--- src/rtl/router_pkg.sv ---
// Shared definitions for the router receive path: header field layout,
// decapsulator state encoding and the packet-number wrap rule.
package router_pkg;

    // Header layout of a 64-bit Aurora word: {payload, dst, ttl, num, src}
    localparam int TTL_LSB   = 7;
    localparam int TTL_WIDTH = 2;
    localparam int NUM_LSB   = 2;
    localparam int NUM_WIDTH = 5;
    localparam int SRC_LSB   = 0;
    localparam int HDR_WIDTH = 9;
    localparam int DST_LSB   = HDR_WIDTH;

    localparam int DEFAULT_PAYLOAD_WIDTH = 64 - HDR_WIDTH - 10;

    typedef enum logic [2:0] {
        IDLE,
        FETCH,
        LOAD,
        CHECK,
        PRESENT,
        WRITE
    } decap_state_t;

    function automatic int payload_width(input int data_width, input int addr_width);
        return data_width - HDR_WIDTH - addr_width;
    endfunction

    // Packet number 0 only ever opens a stream; after the top number it wraps to 1.
    function automatic logic [NUM_WIDTH-1:0] next_pkt_num(
        input logic [NUM_WIDTH-1:0] n,
        input logic [NUM_WIDTH-1:0] max_num
    );
        return (n == max_num) ? NUM_WIDTH'(1) : n + NUM_WIDTH'(1);
    endfunction

endpackage

--- src/rtl/dfx_seq_tracker.sv ---
// Per-source expected packet-number table for the local delivery path.
// Flags a sequence error when a synced source skips or repeats a number.
module dfx_seq_tracker
    import router_pkg::*;
#(
    parameter int RECOGNIZE_ROUTER_WIDTH = 2,
    parameter int NUMBER_PACKET          = 19
) (
    input  logic                              clk,
    input  logic                              rst,
    input  logic                              update,
    input  logic [RECOGNIZE_ROUTER_WIDTH-1:0] src,
    input  logic [NUM_WIDTH-1:0]              num,
    output logic                              seq_err
);

    localparam int                   ENTRIES = 1 << RECOGNIZE_ROUTER_WIDTH;
    localparam logic [NUM_WIDTH-1:0] MAX_NUM = NUMBER_PACKET[NUM_WIDTH-1:0];

    logic [ENTRIES-1:0]   synced;
    logic [NUM_WIDTH-1:0] expected [ENTRIES];

    assign seq_err = update && synced[src] && (num != expected[src]);

    // NOTE: only the synced bits are reset; an expected entry is never read
    // until its synced bit is set, so the table itself needs no reset.
    always_ff @(posedge clk) begin
        if (rst) begin
            synced <= '0;
        end else if (update) begin
            // First packet, in-order packet and mismatch all resync to the received number.
            synced[src]   <= 1'b1;
            expected[src] <= next_pkt_num(num, MAX_NUM);
        end
    end

endmodule

--- src/rtl/dfx_pkt_decap.sv ---
// Receive-side decapsulator for router output port 0 (local delivery).
// Optional per-source sequence checking is enabled by DFX_DECAP_SEQ_CHECK_EN.
module dfx_pkt_decap
    import router_pkg::*;
#(
    parameter int                              AURORA_DATA_WIDTH      = 64,
    parameter int                              ADDR_WIDTH             = 10,
    parameter int                              NUMBER_PACKET          = 19,
    parameter int                              RECOGNIZE_ROUTER_WIDTH = 2,
    parameter logic [RECOGNIZE_ROUTER_WIDTH-1:0] LOCAL_ROUTER_ID      = 2'b00,
    localparam int                             PAYLOAD_WIDTH          = payload_width(AURORA_DATA_WIDTH, ADDR_WIDTH)
) (
    input  logic                         clk,
    input  logic                         rst,
    input  logic                         empty_output_port_0,
    input  logic [AURORA_DATA_WIDTH-1:0] dout_output_port_0,
    output logic                         fifo_rd,
    output logic                         valid_dfx_data,
    output logic [ADDR_WIDTH-1:0]        dst_addr_arbiter_recv,
    input  logic                         rd_output_port_0,
    output logic                         mem_we,
    output logic [ADDR_WIDTH-1:0]        mem_addr,
    output logic [PAYLOAD_WIDTH-1:0]     mem_wdata,
    output logic [15:0]                  drop_cnt,
    output logic [15:0]                  seq_err_cnt
);

    localparam logic [NUM_WIDTH-1:0] MAX_NUM = NUMBER_PACKET[NUM_WIDTH-1:0];
    localparam int                   PL_LSB  = DST_LSB + ADDR_WIDTH;

    decap_state_t state, state_next;

    logic [AURORA_DATA_WIDTH-1:0]      hold;
    logic [TTL_WIDTH-1:0]              ttl;
    logic [NUM_WIDTH-1:0]              num;
    logic [RECOGNIZE_ROUTER_WIDTH-1:0] src;
    logic [ADDR_WIDTH-1:0]             dst;
    logic [PAYLOAD_WIDTH-1:0]          payload;
    logic                              drop;

    assign ttl     = hold[TTL_LSB +: TTL_WIDTH];
    assign num     = hold[NUM_LSB +: NUM_WIDTH];
    assign src     = hold[SRC_LSB +: RECOGNIZE_ROUTER_WIDTH];
    assign dst     = hold[DST_LSB +: ADDR_WIDTH];
    assign payload = hold[PL_LSB +: PAYLOAD_WIDTH];

    // Any one condition drops the word; listed in the order they are judged.
    assign drop = (ttl != '0) || (src == LOCAL_ROUTER_ID) || (num > MAX_NUM);

    // NOTE: sequential state uses non-blocking assignments so every register
    // samples pre-edge values regardless of block ordering.
    always_ff @(posedge clk) begin
        if (rst) state <= IDLE;
        else     state <= state_next;
    end

    // NOTE: every output and the next state get a default first, so no path
    // through the case statement can leave a signal unassigned and infer a latch.
    always_comb begin
        state_next            = state;
        fifo_rd               = 1'b0;
        valid_dfx_data        = 1'b0;
        dst_addr_arbiter_recv = '0;
        mem_we                = 1'b0;
        mem_addr              = '0;
        mem_wdata             = '0;
        case (state)
            IDLE: begin
                if (!empty_output_port_0) state_next = FETCH;
            end
            FETCH: begin
                fifo_rd    = 1'b1;
                state_next = LOAD;
            end
            LOAD: begin
                state_next = CHECK;
            end
            CHECK: begin
                state_next = drop ? IDLE : PRESENT;
            end
            PRESENT: begin
                valid_dfx_data        = 1'b1;
                dst_addr_arbiter_recv = dst;
                if (rd_output_port_0) state_next = WRITE;
            end
            WRITE: begin
                mem_we     = 1'b1;
                mem_addr   = dst;
                mem_wdata  = payload;
                state_next = IDLE;
            end
            default: state_next = IDLE;
        endcase
    end

    // The FIFO presents data one cycle after the pop, i.e. during LOAD.
    always_ff @(posedge clk) begin
        if (rst)                hold <= '0;
        else if (state == LOAD) hold <= dout_output_port_0;
    end

    always_ff @(posedge clk) begin
        if (rst) begin
            drop_cnt <= '0;
        end else if ((state == CHECK) && drop && (drop_cnt != 16'hFFFF)) begin
            drop_cnt <= drop_cnt + 16'd1;
        end
    end

`ifdef DFX_DECAP_SEQ_CHECK_EN
    logic seq_update;
    logic seq_err;

    assign seq_update = (state == CHECK) && !drop;

    dfx_seq_tracker #(
        .RECOGNIZE_ROUTER_WIDTH (RECOGNIZE_ROUTER_WIDTH),
        .NUMBER_PACKET          (NUMBER_PACKET)
    ) u_seq_tracker (
        .clk     (clk),
        .rst     (rst),
        .update  (seq_update),
        .src     (src),
        .num     (num),
        .seq_err (seq_err)
    );

    always_ff @(posedge clk) begin
        if (rst) begin
            seq_err_cnt <= '0;
        end else if (seq_err && (seq_err_cnt != 16'hFFFF)) begin
            seq_err_cnt <= seq_err_cnt + 16'd1;
        end
    end
`else
    assign seq_err_cnt = '0;
`endif

endmodule

--- config.mk ---
export PLATFORM = sky130hd
export DESIGN_NAME = dfx_pkt_decap
export DESIGN_NICKNAME = d
export VERILOG_FILES = /design/src/rtl/router_pkg.sv /design/src/rtl/dfx_seq_tracker.sv /design/src/rtl/dfx_pkt_decap.sv
export SDC_FILE = /design/constraint.sdc
export NUM_CORES = 1
export LEC_CHECK = 0
export ABC_AREA = 1
export CAP_MARGIN = 30
export CORE_MARGIN = 10
export CORE_UTILIZATION = 25
export CTS_CLUSTER_DIAMETER = 120
export DETAILED_ROUTE_END_ITERATION = 10
export SYNTH_ARGS = -nofsm -noshare
export SYNTH_HDL_FRONTEND = slang
export SYNTH_SLANG_ARGS = --single-unit
--- constraint.sdc ---
create_clock -name clk -period 1.8 [get_ports clk]
set_input_delay 0.36 -clock clk [delete_from_list [all_inputs] [get_ports clk]]
set_output_delay 0.36 -clock clk [all_outputs]
set_load 0.02 [all_outputs]
### Yosys cells after proc, flatten, opt, wreduce, memory -nomap -nowiden

Index checks and enable logic that the tools add are counted.

| cells by class | value |
|---|---|
| add/subtract/negate cells | 1 |
| multiplexer cells | 10 |
| reductions and logical operators | 8 |
| eq/ne operators | 8 |
| order comparisons | 1 |

Operators by type and width:

| kind | number |
|---|---|
| 2-to-1 mux 45 bit | 1 |
| 2-to-1 mux 10 bit | 2 |
| adder 16 x 1 -> 16 bit (second input constant) | 1 |
| inequality test 16 bit (second input constant) | 1 |
| case mux 3 bit (5 select lines) | 1 |
| 2-to-1 mux 3 bit | 3 |
| == test 3 x 2 -> 1 bit (second input constant) | 2 |
| == test 3 bit (second input constant) | 2 |
| > comparator 5 bit (second input constant) | 1 |
| inequality test 2 bit (second input constant) | 2 |
| == test 3 x 1 -> 1 bit (second input constant) | 1 |
| zero test 3 bit | 1 |
| 2-to-1 mux 1 bit | 3 |
| logical AND 1 bit | 2 |
| zero test 2 bit | 1 |
| logical OR 1 bit | 2 |
| AND reduction 2 bit | 1 |
| nonzero test 2 bit | 1 |

| storage, ports and cells | value |
|---|---|
| logic and storage cells | 31 |
| bits of input ports | 68 |
| register bits | 83 |
| output and inout port bits | 100 |

### Longest topological paths before layout

| depth | value |
|---|---|
| word-level depth | 5 |
| gate-level depth with buffers | 10 |
| mapped depth without buffers | 9 |

### Least setup slack after synthesis

OpenSTA, ideal clock, no wires.

| path | value |
|---|---|
| path kind | reg2out |
| start | register state[2] |
| end | output mem_wdata[10] |
| cell stages (with the launch flop) | 6 |
| setup slack | -259 ps |
| buffers on the path | 1 |
| arrival time | 1,699 ps |
| required time | 1,440 ps |
| cells stage by stage | dfxtp_1 inv_2 nor3_1 inv_2 buf_1 nor2_1 |

| on the way | value |
|---|---|
| longest elaborated chain between the ends | 2 |

Ends and longest elaborated chain:

| item | line | source |
|---|---|---|
| start, declared | dfx_pkt_decap.sv:31 | `decap_state_t state, state_next;` |
| start signal, assigned | dfx_pkt_decap.sv:54 | `else state <= state_next;` |
| == test 3 bit | dfx_pkt_decap.sv:67 | `case (state)` |
| 2-to-1 mux 45 bit | dfx_pkt_decap.sv:67 |  |
| end, declared | dfx_pkt_decap.sv:23 | `output logic [PAYLOAD_WIDTH-1:0] mem_wdata,` |

No other way between the ends.

### Worst setup path after layout

| path | value |
|---|---|
| start | register state[2] |
| end | output mem_wdata[11] |

Same word-level chain as after synthesis.

==> flow_summary.toml <==
[floorplan]
start_util_pct = 25.45
die_h_microns = 141.4
die_area_sq_um = 20000
io_pins = 168
num_rows = 44
core_area_sq_um = 14480
die_w_microns = 141.4

[global_route]
overflow = 0
grt_antenna_before_repair = 0
grt_pass1_wl_microns = 18130
grt_max_degree = 63
grt_pass1_vias = 3455
gr-usage-all-layers_pct = 11.16

[layout]
final_cell_mix = "nor2_1 (80), dfxtp_1 (79), a21oi_1 (73), buf_4 (73), inv_1 (68)"
syn_to_final_growth_pct = 56.30
final_common_cell = "nor2_1"
nNetsFinal = 758
post_route_cells_drive_above_1_share_pct = 21.18
layout.cells.non_filler = 878
antennaDiodeCount = 0

[setup_path]
critPathKind = "reg2out"
cp-start-kind = "flip-flop"
worstPathArrival_ps = 1470
worstPathMaxFanout = 37
crit_path_end_kind = "primary output"
crit_required_ps = 1440

[yosys]
synthDistinctLibCells = 23
syn_area_per_cell_sq_um = 6.875
synth_warnings = 0
synthCells = 536
syn_area_sq_um = 3685
ys_ff_latch = 81
ys_seq_area_share_pct = 44.01

[clocking]
cts.sinks = 81
clk_pin_slew_ps = 70
insertion_delay_ps = 340
htreeDepth = 3
clock_path_buffers = 2
cts_tree = "done"
postCtsHoldBufs = 0
cts_made_buffers = 9
cts-root-buf = "clkbuf_16"

[run_status]
violations = "negative setup slack"
status = "finished with violations"

[sta]
min_period_over_period_pct = 101.7
finalHoldViolCount = 0
post-route-min-period_ps = 1831
rsz0062_at_grt = "true"
drv_slew = 0
max_clock_freq_ghz = 0.5463
hold_slack_ps = 449.4
setup_viol = 32
setup_ws_ps = -30.66
skew_ps = 6.178

[placed_design]
post-place-ws_ps = -240.3
io_buffers = 149
post-place-cells = 860
dpl.hpwl_microns = 8610
gp_congestion = 0.7781

[routing]
vias = 3671
dr.max_layer_used = "met4"
wl_microns = 11480
wl_met1_microns = 4799
wl_met3_microns = 1255
vias_per_cell = 4.181
drc = 0
ant_nets = 0
drtIter0Drc = 116
dr.pass1.iters = 4
met2_wirelength_microns = 5289
wl_per_cell_microns = 13.07

[pwr]
leakage_nw = 2.374
vdd_drop_max_mv = 0.4857
pwr_density_cell_nw_per_um2 = 810.3

[job]
drv_cap = 0

[worst_hold_path]
holdCritPathClass = "reg2reg"
synth_stat cells, drive strengths merged:
cell	instances	area (sq um)
o221ai	1	8.760
buf	22	152.7
xnor2	4	35.03
nor2	104	410.4
inv	74	277.8
clkbuf	24	90.09
xor2	3	26.28
dfxtp	81	1622
nand2	61	236.5
nand4	7	43.79
conb	1	3.750
a21oi	73	365.4
nor3	2	10.01
ha	1	12.51
nand3	13	65.06
o21ai	65	325.3
what timing repair did:
item                                    CTS  global route
gates resized for setup                 334            64
endpoints found under the setup margin   76            77
gates cloned                              0             0
pin swaps                                 1             1
buffers inserted                          2             0
report_power, final:
part | leakage (nW) | internal [W] | total, W | switching, W
sequential | 0.662 | 0.00195 | 0.00200 | 0.0000441
combinational | 1.56 | 0.000305 | 0.000681 | 0.000376
clock | 0.152 | 0.00121 | 0.00199 | 0.000774
kinds of logic after synthesis:
logic type                 after synthesis  synth area share, %
other                                    1               0.1018
adders and majority gates                1               0.3395
xor gates and xnor gates                 7                1.664
DFF                                     81                44.01
buffers and inverters                  120                14.13
AOI/OAI and AO/OA                      139                18.98
and+or+nand+nor                        187                20.78
critical path, stage by stage (launching register included):
cell,delay [ps]
dfxtp_2,330
inv_2,50
nor3_4,190
inv_2,90
buf_12,180
nor2_2,140
buf_6,130
layer usage:
layer / GRT usage (%) / up-vias
met4: 3.174 / 0
met2: 17.70 / 112
met5: 0 / -
met3: 6.909 / 10
met1: 12.18 / 1586
li1: - / 1963
layout make-up:
| class | count | area (sq um) |
|---|---|---|
| clock buffer | 9 | 225.2 |
| clock inverter | 7 | 93.84 |
| fill | 1559 | 8720 |
| inverter | 74 | 277.8 |
| multi-input combinational | 350 | 1702 |
| sequential | 81 | 1627 |
| tap | 184 | 230.2 |
| timing repair buffer | 173 | 1604 |
worst paths after layout:
path | start | endpoint | slack [ps] | cells after the start
worst max-delay path | state[2] | mem_wdata[11] | -30 | 6
worst min register to register | hold[48] | hold[48] | 450 | 2
worst max register to register | state[1] | drop_cnt[15] | 210 | 9
worst min-delay path | hold[48] | hold[48] | 450 | 2
state kept, by name, indices dropped and copies added, names as in the netlist:
name / flops
hold: 62
state: 3
drop_cnt: 16
metrics by stage:
stage | total power, W | utilization (%) | area, sq um | TNS (ps)
after floorplan | 0.002428 | - | 3746 | -529.9
after global placement | 0.002687 | 37.63 | 5448 | -9733
after detailed placement | 0.002697 | 37.63 | 5448 | -10790
after CTS | 0.004726 | 38.59 | 5588 | -1131
after global routing | 0.004930 | 39.78 | 5759 | -4858
final | 0.004667 | 39.78 | 5759 | -418.8
Note: power is estimated with default switching activity, not from simulation.
